`src/rtl/scarv_cop_issue_pkg.sv`:
```
// Shared XCrypto coprocessor types: issue FSM encoding, request payload and
// response record, plus the datapath width constants.
package scarv_cop_issue_pkg;

  localparam int SCARV_COP_ENC_W = 32;
  localparam int SCARV_COP_GPR_W = 32;
  localparam int SCARV_COP_RD_W  = 5;

  typedef enum logic [1:0] {
    ST_IDLE,
    ST_DISPATCH,
    ST_WAIT,
    ST_RESP
  } issue_state_t;

  typedef struct packed {
    logic [SCARV_COP_ENC_W-1:0] enc;
    logic [SCARV_COP_GPR_W-1:0] rs1;
    logic [SCARV_COP_GPR_W-1:0] rs2;
  } req_t;

  typedef struct packed {
    logic                       ex;
    logic                       wen;
    logic [SCARV_COP_RD_W-1:0]  rd;
    logic [SCARV_COP_GPR_W-1:0] wdata;
  } rsp_t;

  localparam int   SCARV_COP_REQ_W       = $bits(req_t);
  localparam rsp_t SCARV_COP_RSP_ILLEGAL = '{ex: 1'b1, wen: 1'b0, rd: '0, wdata: '0};

endpackage

```
`src/rtl/scarv_cop_issue_if.sv`:
```
// Host request/response, decoder and execute signals of the issue stage.
// slave = the issue stage itself; master = the surrounding host/decoder/execute.
interface scarv_cop_issue_if;
  import scarv_cop_issue_pkg::*;

  logic                       cpu_req_valid;
  logic                       cpu_req_ready;
  logic [SCARV_COP_ENC_W-1:0] cpu_req_enc;
  logic [SCARV_COP_GPR_W-1:0] cpu_req_rs1;
  logic [SCARV_COP_GPR_W-1:0] cpu_req_rs2;
  logic                       cpu_rsp_valid;
  logic                       cpu_rsp_ready;
  logic                       cpu_rsp_ex;
  logic                       cpu_rsp_wen;
  logic [SCARV_COP_RD_W-1:0]  cpu_rsp_rd;
  logic [SCARV_COP_GPR_W-1:0] cpu_rsp_wdata;
  logic [SCARV_COP_ENC_W-1:0] id_encoded;
  logic                       id_exception;
  logic                       ex_valid;
  logic                       ex_ready;
  logic [SCARV_COP_GPR_W-1:0] ex_rs1;
  logic [SCARV_COP_GPR_W-1:0] ex_rs2;
  logic                       ex_done;
  logic                       ex_wen;
  logic [SCARV_COP_RD_W-1:0]  ex_rd;
  logic [SCARV_COP_GPR_W-1:0] ex_wdata;

  modport slave (
    input  cpu_req_valid, cpu_req_enc, cpu_req_rs1, cpu_req_rs2, cpu_rsp_ready,
           id_exception, ex_ready, ex_done, ex_wen, ex_rd, ex_wdata,
    output cpu_req_ready, cpu_rsp_valid, cpu_rsp_ex, cpu_rsp_wen, cpu_rsp_rd,
           cpu_rsp_wdata, id_encoded, ex_valid, ex_rs1, ex_rs2
  );

  modport master (
    output cpu_req_valid, cpu_req_enc, cpu_req_rs1, cpu_req_rs2, cpu_rsp_ready,
           id_exception, ex_ready, ex_done, ex_wen, ex_rd, ex_wdata,
    input  cpu_req_ready, cpu_rsp_valid, cpu_rsp_ex, cpu_rsp_wen, cpu_rsp_rd,
           cpu_rsp_wdata, id_encoded, ex_valid, ex_rs1, ex_rs2
  );

endinterface

```
`src/rtl/scarv_cop_req_fifo.sv`:
```
// Request FIFO, DEPTH entries of W bits; head is the raw entry at the read pointer.
// Push is refused when full (no same-cycle bypass); pop is ignored when empty.
module scarv_cop_req_fifo #(
  parameter int DEPTH = 2,
  parameter int W     = 96
) (
  input  logic         g_clk,
  input  logic         g_resetn,
  input  logic         i_push,
  input  logic         i_pop,
  input  logic [W-1:0] i_data,
  output logic         o_full,
  output logic         o_empty,
  output logic [W-1:0] o_head
);

  localparam int              PTR_W    = $clog2(DEPTH);
  localparam logic [PTR_W:0]  FULL_CNT = (PTR_W+1)'(DEPTH);

  logic [W-1:0]     r_mem [DEPTH];
  logic [PTR_W-1:0] r_wr_ptr;
  logic [PTR_W-1:0] r_rd_ptr;
  logic [PTR_W:0]   r_count;
  logic             w_push;
  logic             w_pop;

  assign o_full  = (r_count == FULL_CNT);
  assign o_empty = (r_count == '0);
  assign w_push  = i_push && !o_full;
  assign w_pop   = i_pop && !o_empty;
  assign o_head  = r_mem[r_rd_ptr];

  // Storage needs no reset: the consumer masks the head while empty.
  always_ff @(posedge g_clk) begin
    if (w_push) r_mem[r_wr_ptr] <= i_data;
  end

  always_ff @(posedge g_clk or negedge g_resetn) begin
    if (!g_resetn) begin
      r_wr_ptr <= '0;
      r_rd_ptr <= '0;
      r_count  <= '0;
    end else begin
      if (w_push) r_wr_ptr <= r_wr_ptr + PTR_W'(1);
      if (w_pop)  r_rd_ptr <= r_rd_ptr + PTR_W'(1);
      case ({w_push, w_pop})
        2'b10:   r_count <= r_count + (PTR_W+1)'(1);
        2'b01:   r_count <= r_count - (PTR_W+1)'(1);
        default: r_count <= r_count;
      endcase
    end
  end

endmodule

```
`src/rtl/scarv_cop_issue.sv`:
```
// XCrypto issue stage: buffers host requests, dispatches the head or flags it illegal,
// and returns one in-order response; head stays in the FIFO until its response is taken.
module scarv_cop_issue
  import scarv_cop_issue_pkg::*;
#(
  parameter int DEPTH = 2
) (
  input logic              g_clk,
  input logic              g_resetn,
  scarv_cop_issue_if.slave bus
);

  issue_state_t r_state;
  issue_state_t w_state_nxt;
  rsp_t         r_rsp;
  rsp_t         w_rsp_nxt;
  req_t         w_push_dat;
  req_t         w_head_raw;
  req_t         w_head;
  logic         w_full;
  logic         w_empty;
  logic         w_pop;

  assign w_push_dat = '{enc: bus.cpu_req_enc, rs1: bus.cpu_req_rs1, rs2: bus.cpu_req_rs2};

  scarv_cop_req_fifo #(
    .DEPTH (DEPTH),
    .W     (SCARV_COP_REQ_W)
  ) u_fifo (
    .g_clk    (g_clk),
    .g_resetn (g_resetn),
    .i_push   (bus.cpu_req_valid),
    .i_pop    (w_pop),
    .i_data   (w_push_dat),
    .o_full   (w_full),
    .o_empty  (w_empty),
    .o_head   (w_head_raw)
  );

  // Stale storage must never leak to the decoder or execute operands.
  assign w_head = w_empty ? '0 : w_head_raw;

  always_ff @(posedge g_clk or negedge g_resetn) begin
    if (!g_resetn) begin
      r_state <= ST_IDLE;
      r_rsp   <= '0;
    end else begin
      r_state <= w_state_nxt;
      r_rsp   <= w_rsp_nxt;
    end
  end

  always_comb begin
    w_state_nxt = r_state;
    w_rsp_nxt   = r_rsp;
    w_pop       = 1'b0;
    case (r_state)
      ST_IDLE: begin
        if (!w_empty) begin
          if (bus.id_exception) begin
            w_rsp_nxt   = SCARV_COP_RSP_ILLEGAL;
            w_state_nxt = ST_RESP;
          end else begin
            w_state_nxt = ST_DISPATCH;
          end
        end
      end
      ST_DISPATCH: begin
        if (bus.ex_ready) w_state_nxt = ST_WAIT;
      end
      ST_WAIT: begin
        if (bus.ex_done) begin
          w_rsp_nxt   = '{ex: 1'b0, wen: bus.ex_wen, rd: bus.ex_rd, wdata: bus.ex_wdata};
          w_state_nxt = ST_RESP;
        end
      end
      ST_RESP: begin
        if (bus.cpu_rsp_ready) begin
          w_pop       = 1'b1;
          w_state_nxt = ST_IDLE;
        end
      end
      default: w_state_nxt = ST_IDLE;
    endcase
  end

  assign bus.cpu_req_ready = !w_full;
  assign bus.cpu_rsp_valid = (r_state == ST_RESP);
  assign bus.cpu_rsp_ex    = r_rsp.ex;
  assign bus.cpu_rsp_wen   = r_rsp.wen;
  assign bus.cpu_rsp_rd    = r_rsp.rd;
  assign bus.cpu_rsp_wdata = r_rsp.wdata;
  assign bus.ex_valid      = (r_state == ST_DISPATCH);
  assign bus.id_encoded    = w_head.enc;
  assign bus.ex_rs1        = w_head.rs1;
  assign bus.ex_rs2        = w_head.rs2;

endmodule

```
`src/flat_wrapper.sv`:
```
// flat-port wrapper written by rule: the top's interface ports become plain ports
module scarv_cop_issue_flat import scarv_cop_issue_pkg::*;
#(
  parameter int DEPTH = 2
)
  (g_clk, g_resetn, bus_cpu_req_valid, bus_cpu_req_enc, bus_cpu_req_rs1, bus_cpu_req_rs2, bus_cpu_rsp_ready, bus_id_exception, bus_ex_ready, bus_ex_done, bus_ex_wen, bus_ex_rd, bus_ex_wdata, bus_cpu_req_ready, bus_cpu_rsp_valid, bus_cpu_rsp_ex, bus_cpu_rsp_wen, bus_cpu_rsp_rd, bus_cpu_rsp_wdata, bus_id_encoded, bus_ex_valid, bus_ex_rs1, bus_ex_rs2);
  scarv_cop_issue_if bus_i ();
  input logic g_clk;
  input logic g_resetn;
  input wire logic [$bits(bus_i.cpu_req_valid)-1:0] bus_cpu_req_valid;
  input wire logic [$bits(bus_i.cpu_req_enc)-1:0] bus_cpu_req_enc;
  input wire logic [$bits(bus_i.cpu_req_rs1)-1:0] bus_cpu_req_rs1;
  input wire logic [$bits(bus_i.cpu_req_rs2)-1:0] bus_cpu_req_rs2;
  input wire logic [$bits(bus_i.cpu_rsp_ready)-1:0] bus_cpu_rsp_ready;
  input wire logic [$bits(bus_i.id_exception)-1:0] bus_id_exception;
  input wire logic [$bits(bus_i.ex_ready)-1:0] bus_ex_ready;
  input wire logic [$bits(bus_i.ex_done)-1:0] bus_ex_done;
  input wire logic [$bits(bus_i.ex_wen)-1:0] bus_ex_wen;
  input wire logic [$bits(bus_i.ex_rd)-1:0] bus_ex_rd;
  input wire logic [$bits(bus_i.ex_wdata)-1:0] bus_ex_wdata;
  output wire logic [$bits(bus_i.cpu_req_ready)-1:0] bus_cpu_req_ready;
  output wire logic [$bits(bus_i.cpu_rsp_valid)-1:0] bus_cpu_rsp_valid;
  output wire logic [$bits(bus_i.cpu_rsp_ex)-1:0] bus_cpu_rsp_ex;
  output wire logic [$bits(bus_i.cpu_rsp_wen)-1:0] bus_cpu_rsp_wen;
  output wire logic [$bits(bus_i.cpu_rsp_rd)-1:0] bus_cpu_rsp_rd;
  output wire logic [$bits(bus_i.cpu_rsp_wdata)-1:0] bus_cpu_rsp_wdata;
  output wire logic [$bits(bus_i.id_encoded)-1:0] bus_id_encoded;
  output wire logic [$bits(bus_i.ex_valid)-1:0] bus_ex_valid;
  output wire logic [$bits(bus_i.ex_rs1)-1:0] bus_ex_rs1;
  output wire logic [$bits(bus_i.ex_rs2)-1:0] bus_ex_rs2;
  assign bus_i.cpu_req_valid = bus_cpu_req_valid;
  assign bus_i.cpu_req_enc = bus_cpu_req_enc;
  assign bus_i.cpu_req_rs1 = bus_cpu_req_rs1;
  assign bus_i.cpu_req_rs2 = bus_cpu_req_rs2;
  assign bus_i.cpu_rsp_ready = bus_cpu_rsp_ready;
  assign bus_i.id_exception = bus_id_exception;
  assign bus_i.ex_ready = bus_ex_ready;
  assign bus_i.ex_done = bus_ex_done;
  assign bus_i.ex_wen = bus_ex_wen;
  assign bus_i.ex_rd = bus_ex_rd;
  assign bus_i.ex_wdata = bus_ex_wdata;
  assign bus_cpu_req_ready = bus_i.cpu_req_ready;
  assign bus_cpu_rsp_valid = bus_i.cpu_rsp_valid;
  assign bus_cpu_rsp_ex = bus_i.cpu_rsp_ex;
  assign bus_cpu_rsp_wen = bus_i.cpu_rsp_wen;
  assign bus_cpu_rsp_rd = bus_i.cpu_rsp_rd;
  assign bus_cpu_rsp_wdata = bus_i.cpu_rsp_wdata;
  assign bus_id_encoded = bus_i.id_encoded;
  assign bus_ex_valid = bus_i.ex_valid;
  assign bus_ex_rs1 = bus_i.ex_rs1;
  assign bus_ex_rs2 = bus_i.ex_rs2;
  scarv_cop_issue #(.DEPTH(DEPTH)) u_core (.g_clk(g_clk), .g_resetn(g_resetn), .bus(bus_i));
endmodule
```
`config.mk`:
```
export PLATFORM = sky130hd
export DESIGN_NAME = scarv_cop_issue_flat
export DESIGN_NICKNAME = d
export VERILOG_FILES = /design/src/rtl/scarv_cop_issue_pkg.sv /design/src/rtl/scarv_cop_issue_if.sv /design/src/rtl/scarv_cop_req_fifo.sv /design/src/rtl/scarv_cop_issue.sv /design/src/flat_wrapper.sv
export SDC_FILE = /design/constraint.sdc
export NUM_CORES = 1
export LEC_CHECK = 0
export ABC_AREA = 1
export BUFFER_PORTS_ARGS = -buffer_cell sky130_fd_sc_hd__buf_2
export CORE_MARGIN = 5
export CORE_UTILIZATION = 45
export CTS_CLUSTER_SIZE = 20
export DETAILED_ROUTE_END_ITERATION = 7
export PLACE_DENSITY = 0.7
export SLEW_MARGIN = 40
export SYNTH_ARGS = -nofsm -noshare
export SYNTH_HDL_FRONTEND = slang
export SYNTH_HIERARCHICAL = 1
export SYNTH_SLANG_ARGS = --single-unit
export TNS_END_PERCENT = 50
```
`constraint.sdc`:
```
create_clock -name g_clk -period 8.4 [get_ports g_clk]
set_clock_uncertainty 0.15 [all_clocks]
set_input_delay 1.26 -clock g_clk [delete_from_list [all_inputs] [get_ports g_clk]]
set_output_delay 1.26 -clock g_clk [all_outputs]
set_load 0.03 [all_outputs]
```
==> flow_metrics.env, run 1 <==
export IMPL_cp_slowest_cell="dfrtp_4"
export IMPL_num_fill_cells=1926
export IMPL_crit_buf_inv=4
export IMPL_drv_slew=0
export IMPL_grt_use_met3_pct=4.50
export IMPL_insertion_delay_ps=500
export IMPL_min_period_ps=4000
export IMPL_finalNonFillerCells=1594
export IMPL_cts_buffer_depth=3
export IMPL_cts_root_buf="clkbuf_16"
export IMPL_synthAdderAreaFrac_pct=0.625
export IMPL_synthCells=1022
export IMPL_critPathTopFamily="buffers and inverters"
export IMPL_worst_ep_arrival_time_ps=2590
export IMPL_drc_errors=0
export IMPL_timing_slew_headroom_pct=46.6
export IMPL_synth_seq_area_share_pct=68.9
export IMPL_hold_class="flip-flop to flip-flop"
export IMPL_antenna_found_initial=8
export IMPL_drtIter0Drc=430
export IMPL_fin_crit_sh_pct=47.6
export IMPL_cp_cell_sequence="buf_12 > inv_6 > nand2_1 > nand2_1 > inv_1 > nor2_1 > buf_2"
export IMPL_worst_ep_required_time_ps=6990
export IMPL_tightest_slew_ps=800
export IMPL_fin_nets=1438
export IMPL_initial_core_util_pct=45.8
export IMPL_power_leakage_nw=6.49
export IMPL_drive_above_1_share_pct=25.4
export IMPL_grtUsageMet2_pct=28.1
export IMPL_grt_use_total_pct=16.9
export IMPL_cap_violations=0
export IMPL_critPathKind="flip-flop to primary output"
export IMPL_cts_sinks=237
export IMPL_avgViaCountPerCell=4.52
export IMPL_ctsResizeCount=0
export IMPL_multiInputGateArea_sq_um=2270
export IMPL_hold_buffers=0
export IMPL_yosysWarnings=6
export IMPL_final_util_pct=57.0
export IMPL_synthToLayoutAreaGrowth_pct=24.3
export IMPL_synth_avg_cell_area_sq_um=9.79
export IMPL_met1_usage_pct=21.3
export IMPL_drt_wl_total_microns=22300
export IMPL_ioPinCount=279
export IMPL_max_stage_delay_ps=630
export IMPL_globalRouteOverflowTotal=0
export IMPL_yosys_area_top_type_share_pct=57.6
export IMPL_synth_compound_area_share_pct=0.150
export IMPL_cts_clk_slew_worst_paths_ps=60
export IMPL_busiest_layer="met2"
export IMPL_cp_end_kind="primary output"
export IMPL_detail_route_antenna_nets=0
export IMPL_syn_area_sq_um=10000
export IMPL_dieHeight_microns=159
export IMPL_synth_distinct_cells=19
export IMPL_post_dp_hpwl_microns=14800
export IMPL_cpMostUsedCell="nand2_1"
export IMPL_cts_htree_levels=1
export IMPL_grt_first_pass_wirelength_microns=35700
export IMPL_die_w_microns=159
export IMPL_critPathLaunchType="flip-flop"
export IMPL_cts_tree="built"
export IMPL_power_density_nw_per_um2=399
export IMPL_syn_num_nets=1168
export IMPL_cts_setup_buffers=0
export IMPL_status="finished, final reports clean"
export IMPL_cp_max_fo=97
export IMPL_rsz0062_at_grt="false"
export IMPL_fin_tns_setup_ps=0
export IMPL_synth_area_leaders="edfxtp_1 (58%), nand2_1 (18%), dfrtp_1 (11%)"
export IMPL_finalHoldViolations=0
export IMPL_wl_per_cell_microns=14.0
export IMPL_drtPass1Iterations=5
export IMPL_synth_top_area_cell="edfxtp_1"
export IMPL_max_freq_mhz=250
export IMPL_placementRows=54
export IMPL_ir_drop_v=0.000279
export IMPL_port_buffer_count=278
export IMPL_synth_seq_cells=237
export IMPL_core_area_sq_um=21800
export IMPL_synth_mux_area_share_pct=0
export IMPL_finalSetupViolCount=0
export IMPL_seq_area_sq_um=6900
export IMPL_place_inst=1545
export IMPL_synth_top_family_by_area="simple AND/OR/NAND/NOR gates"
export IMPL_cts_buffers=25
export IMPL_vias=7197
export IMPL_synth_simple_area_share_pct=21.8
export IMPL_dieArea_sq_um=25300
export IMPL_grt_pass1_vias=7108
export IMPL_synth_xor_area_share_pct=0.0876
export IMPL_grt_max_degree=98
export IMPL_place_congestion=0.796
==> kinds of logic (layout without fill, tap and decap cells) <==
logic type      count (synthesis)  count (layout)
flops                         237             237
compound gates                  3               3
simple gates                  577             577
other cells                     0               5
buf+inv                       199             486
fa+ha+maj                       5               5
xor+xnor                        1               1
==> cell usage after synthesis <==
library cell  count
edfxtp_1        192
nor2_2            1
nand2_1         467
inv_4             1
buf_6             6
nand3_1           3
inv_1           151
buf_1             4
o21ai_0           3
buf_2            21
buf_4             7
clkbuf_1          6
nor2_1          104
nand4_1           1
ha_1              5
xnor2_1           1
inv_2             3
nand2_2           1
dfrtp_1          45
==> layout by cell type (no fill, tap or decap), types with 3 or more instances in the layout <==
master	netlist	routed
clkbuf_1	6	5
inv_1	151	149
dfrtp_1	45	44
clkbuf_16	0	25
clkinv_2	0	5
nand2_1	467	467
clkinv_1	0	3
nor2_1	104	103
buf_4	7	7
inv_2	3	3
o21ai_0	3	3
bufinv_16	0	4
edfxtp_1	192	192
nand3_1	3	3
diode_2	0	5
ha_1	5	5
buf_2	21	277
==> where the power goes <==
part / internal, mW / switching (mW) / total, mW
Clock: 0.669 / 0.426 / 1.09
Combinational: 0.554 / 1.63 / 2.19
Sequential: 1.59 / 0.0974 / 1.68
==> layout make-up <==
| type | count | area share, % |
|---|---|---|
| inverter | 155 | 4.75 |
| tap | 280 | 2.82 |
| multi-input combinational | 586 | 18.3 |
| clock inverter | 14 | 1.41 |
| clock buffer | 30 | 5.18 |
| sequential | 237 | 55.5 |
| timing repair buffer | 287 | 12.0 |
| antenna | 5 | 0.101 |
==> worst paths after layout <==
path | startpoint | endpoint | slack [ps] | cells past startpoint
setup / recovery | u_core/u_fifo/r_rd_ptr$_DFFE_PN0P_ | bus_ex_rs1[6] | 4400 | 7
hold / removal | u_core/bus.cpu_rsp_wdata[20]$_DFFE_PN0P_ | u_core/bus.cpu_rsp_wdata[20]$_DFFE_PN0P_ | 310 | 2
setup reg to reg | u_core/u_fifo/r_count[1]$_DFFE_PN0P_ | u_core/u_fifo/r_mem[1][33]$_DFFE_PP_ | 5780 | 5
hold reg to reg | u_core/bus.cpu_rsp_wdata[20]$_DFFE_PN0P_ | u_core/bus.cpu_rsp_wdata[20]$_DFFE_PN0P_ | 310 | 2
max in group asynchronous | g_resetn | u_core/u_fifo/r_rd_ptr$_DFFE_PN0P_ | 7060 | 1
min in group asynchronous | g_resetn | u_core/bus.cpu_rsp_wdata[2]$_DFFE_PN0P_ | 600 | 1
==> per-stage QoR <==
step	power, mW	setup WS, ps	area (sq um)	hold WS, ps
4_1_cts	5.03	4370	12400	317
3_3_place_gp	3.87	4490	11500	300
5_1_grt	5.30	4180	12400	337
2_1_floorplan	3.36	2300	10000	292
6_report	4.96	4400	12400	311
3_5_place_dp	3.92	4890	11600	303
==> per-layer routing <==
layer  vias up  share of wire, %
li1       3655                 -
met3        60               7.4
met5         -              0.15
met1      3244                41
met4         6               3.7
met2       232                48
==> worst reg2reg max path, cell delays in order (launching register included) <==
cell and delay, ps:
dfrtp_1 380, inv_1 110, o21ai_0 210, nor2_4 130, buf_4 450, buf_4 770
==> state kept, by name, summed over array words and instances, names as in the netlist <==
register and flops:
u_core/bus.cpu_rsp_rd 5, u_core/u_fifo/r_count 2, u_core/u_fifo/r_wr_ptr 1, u_core/bus.cpu_rsp_wen 1, u_core/bus.cpu_rsp_ex 1, u_core/bus.cpu_rsp_wdata 32, u_core/u_fifo/r_mem 192, u_core/u_fifo/r_rd_ptr 1
u_core/r_state 2
Note: power is estimated with default switching activity, not from simulation.
==> run 2: changes to the inputs <==
Clock period 8.4 ns to 3.7 ns, I/O delays scaled along.
==> flow_metrics.env, run 2 (synthesis gave the netlist of run 1 again) <==
export IMPL_worst_ep_required_time_ps=2990
export IMPL_num_fill_cells=1893
export IMPL_max_freq_mhz=304
export IMPL_critPathTopFamily="buffers and inverters"
export IMPL_grt_first_pass_wirelength_microns=36500
export IMPL_dieHeight_microns=159
export IMPL_hold_buffers=1
export IMPL_cp_max_fo=36
export IMPL_cts_root_buf="clkbuf_16"
export IMPL_initial_core_util_pct=45.8
export IMPL_cp_cell_sequence="inv_1 > nand2_1 > clkinv_2 > buf_4 > buf_4 > nor2_1 > buf_2"
export IMPL_final_common_cell="nand2_1"
export IMPL_dieArea_sq_um=25300
export IMPL_grt_use_total_pct=17.4
export IMPL_layout_common_cells="nand2_1 (467), buf_2 (277), edfxtp_1 (192), inv_1 (149), nor2_1 (103)"
export IMPL_cpMostUsedCell="buf_4"
export IMPL_globalRouteOverflowTotal=0
export IMPL_place_congestion=0.795
export IMPL_grt_max_degree=98
export IMPL_core_area_sq_um=21800
export IMPL_cap_violations=0
export IMPL_status="finished, final reports clean"
export IMPL_cts_htree_levels=1
export IMPL_timing_slew_headroom_pct=45.6
export IMPL_critPathKind="flip-flop to primary output"
export IMPL_cp_end_kind="primary output"
export IMPL_ioPinCount=279
export IMPL_cts_tree="built"
export IMPL_crit_buf_inv=5
export IMPL_post_dp_hpwl_microns=14900
export IMPL_finalHoldViolations=0
export IMPL_seq_area_sq_um=6900
export IMPL_max_stage_delay_ps=450
export IMPL_finalSetupViolCount=0
export IMPL_cp_slowest_cell="buf_4"
export IMPL_drtIter0Drc=360
export IMPL_regMostFlops="u_core/u_fifo/r_mem"
export IMPL_largest_reg_flops=192
export IMPL_cts_setup_buffers=0
export IMPL_cts_clk_slew_worst_paths_ps=60
export IMPL_drtPass1Iterations=4
export IMPL_fin_nets=1439
export IMPL_ctsResizeCount=0
export IMPL_fin_crit_sh_pct=89.0
export IMPL_power_density_nw_per_um2=893
export IMPL_insertion_delay_ps=510
export IMPL_wl_per_cell_microns=14.1
export IMPL_tightest_slew_ps=815
export IMPL_power_leakage_nw=6.46
export IMPL_hold_class="primary input to flip-flop"
export IMPL_antenna_found_initial=6
export IMPL_multiInputGateArea_sq_um=2270
export IMPL_avgViaCountPerCell=4.49
export IMPL_place_inst=1546
export IMPL_cts_sinks=237
export IMPL_drc_errors=0
export IMPL_finalNonFillerCells=1595
export IMPL_fin_tns_setup_ps=0
export IMPL_vias=7154
export IMPL_die_w_microns=159
export IMPL_drive_above_1_share_pct=25.2
export IMPL_min_period_ps=3290
export IMPL_placementRows=54
export IMPL_worst_ep_arrival_time_ps=2590
export IMPL_port_buffer_count=278
export IMPL_cts_buffers=24
export IMPL_synthToLayoutAreaGrowth_pct=23.6
export IMPL_detail_route_antenna_nets=0
export IMPL_critPathLaunchType="flip-flop"
export IMPL_grt_pass1_vias=7219
export IMPL_drv_slew=0
export IMPL_ir_drop_v=0.000668
export IMPL_drt_wl_total_microns=22600
export IMPL_cts_buffer_depth=3
export IMPL_rsz0062_at_grt="false"
run 2: cell types whose count changed in the layout (fill, tap and decap cells not counted), sizes merged:
cell and delta:
dlygate4sd3 +1, clkinvlp -1, buf +1, clkbuf +4
clkinv +1, bufinv -4, diode -1
run 2: power by group:
part	total (mW)	internal [mW]	switching [mW]
combinational	5.05	1.28	3.77
sequential	3.77	3.60	0.178
clock	2.21	1.26	0.955
run 2: final timing paths:
check	from	to	slack, ps	depth (start not counted)
max reg2reg	u_core/u_fifo/r_count[0]$_DFFE_PN0P_	u_core/bus.cpu_rsp_wdata[9]$_DFFE_PN0P_	1150	11
min	bus_cpu_req_rs2[25]	u_core/u_fifo/r_mem[0][25]$_DFFE_PP_	80	1
min in group asynchronous	g_resetn	u_core/bus.cpu_rsp_rd[3]$_DFFE_PN0P_	470	2
max	u_core/u_fifo/r_count[0]$_DFFE_PN0P_	bus_ex_rs1[10]	410	7
max in group asynchronous	g_resetn	u_core/u_fifo/r_rd_ptr$_DFFE_PN0P_	2490	2
min reg2reg	u_core/bus.cpu_rsp_rd[0]$_DFFE_PN0P_	u_core/bus.cpu_rsp_rd[0]$_DFFE_PN0P_	320	2
run 2: layer usage:
| metal | wire length (microns) | GRT usage, % | vias to the layer above |
|---|---|---|---|
| met4 | 540 | 5.89 | 4 |
| met5 | 21 | 0 | - |
| met3 | 1600 | 3.93 | 41 |
| met1 | 9150 | 21.9 | 3224 |
| met2 | 11300 | 29.8 | 229 |
| li1 | - | - | 3656 |
run 2: worst register-to-register path: cells and delay by family (launching register included):
family / cells / cell delay [ps]
buffers and inverters: 5 / 1250
flip-flops: 1 / 430
AND/OR/NAND/NOR: 6 / 660
run 2: final cells by class:
type	instances	area share (%)
Sequential cell	237	55.8
Multi-Input combinational cell	586	18.4
Timing Repair Buffer	289	12.3
Clock buffer	34	5.39
Inverter	155	4.76
Tap cell	280	2.83
Clock inverter	10	0.476
Antenna cell	4	0.0810
run 2: through the flow:
step | utilization (%) | worst slack [ps] | power, mW | hold slack (ps) | instance area [sq um]
final | 56.6 | 408 | 11.0 | 81.8 | 12400
after global routing | 56.6 | 194 | 11.8 | 55.9 | 12400
after CTS | 56.6 | 365 | 11.2 | 52.7 | 12300
after detailed placement | 53.2 | 922 | 8.95 | 303 | 11600
after global placement | 53.2 | 1010 | 8.87 | 300 | 11600
after floorplan | - | 587 | 7.61 | 109 | 10000
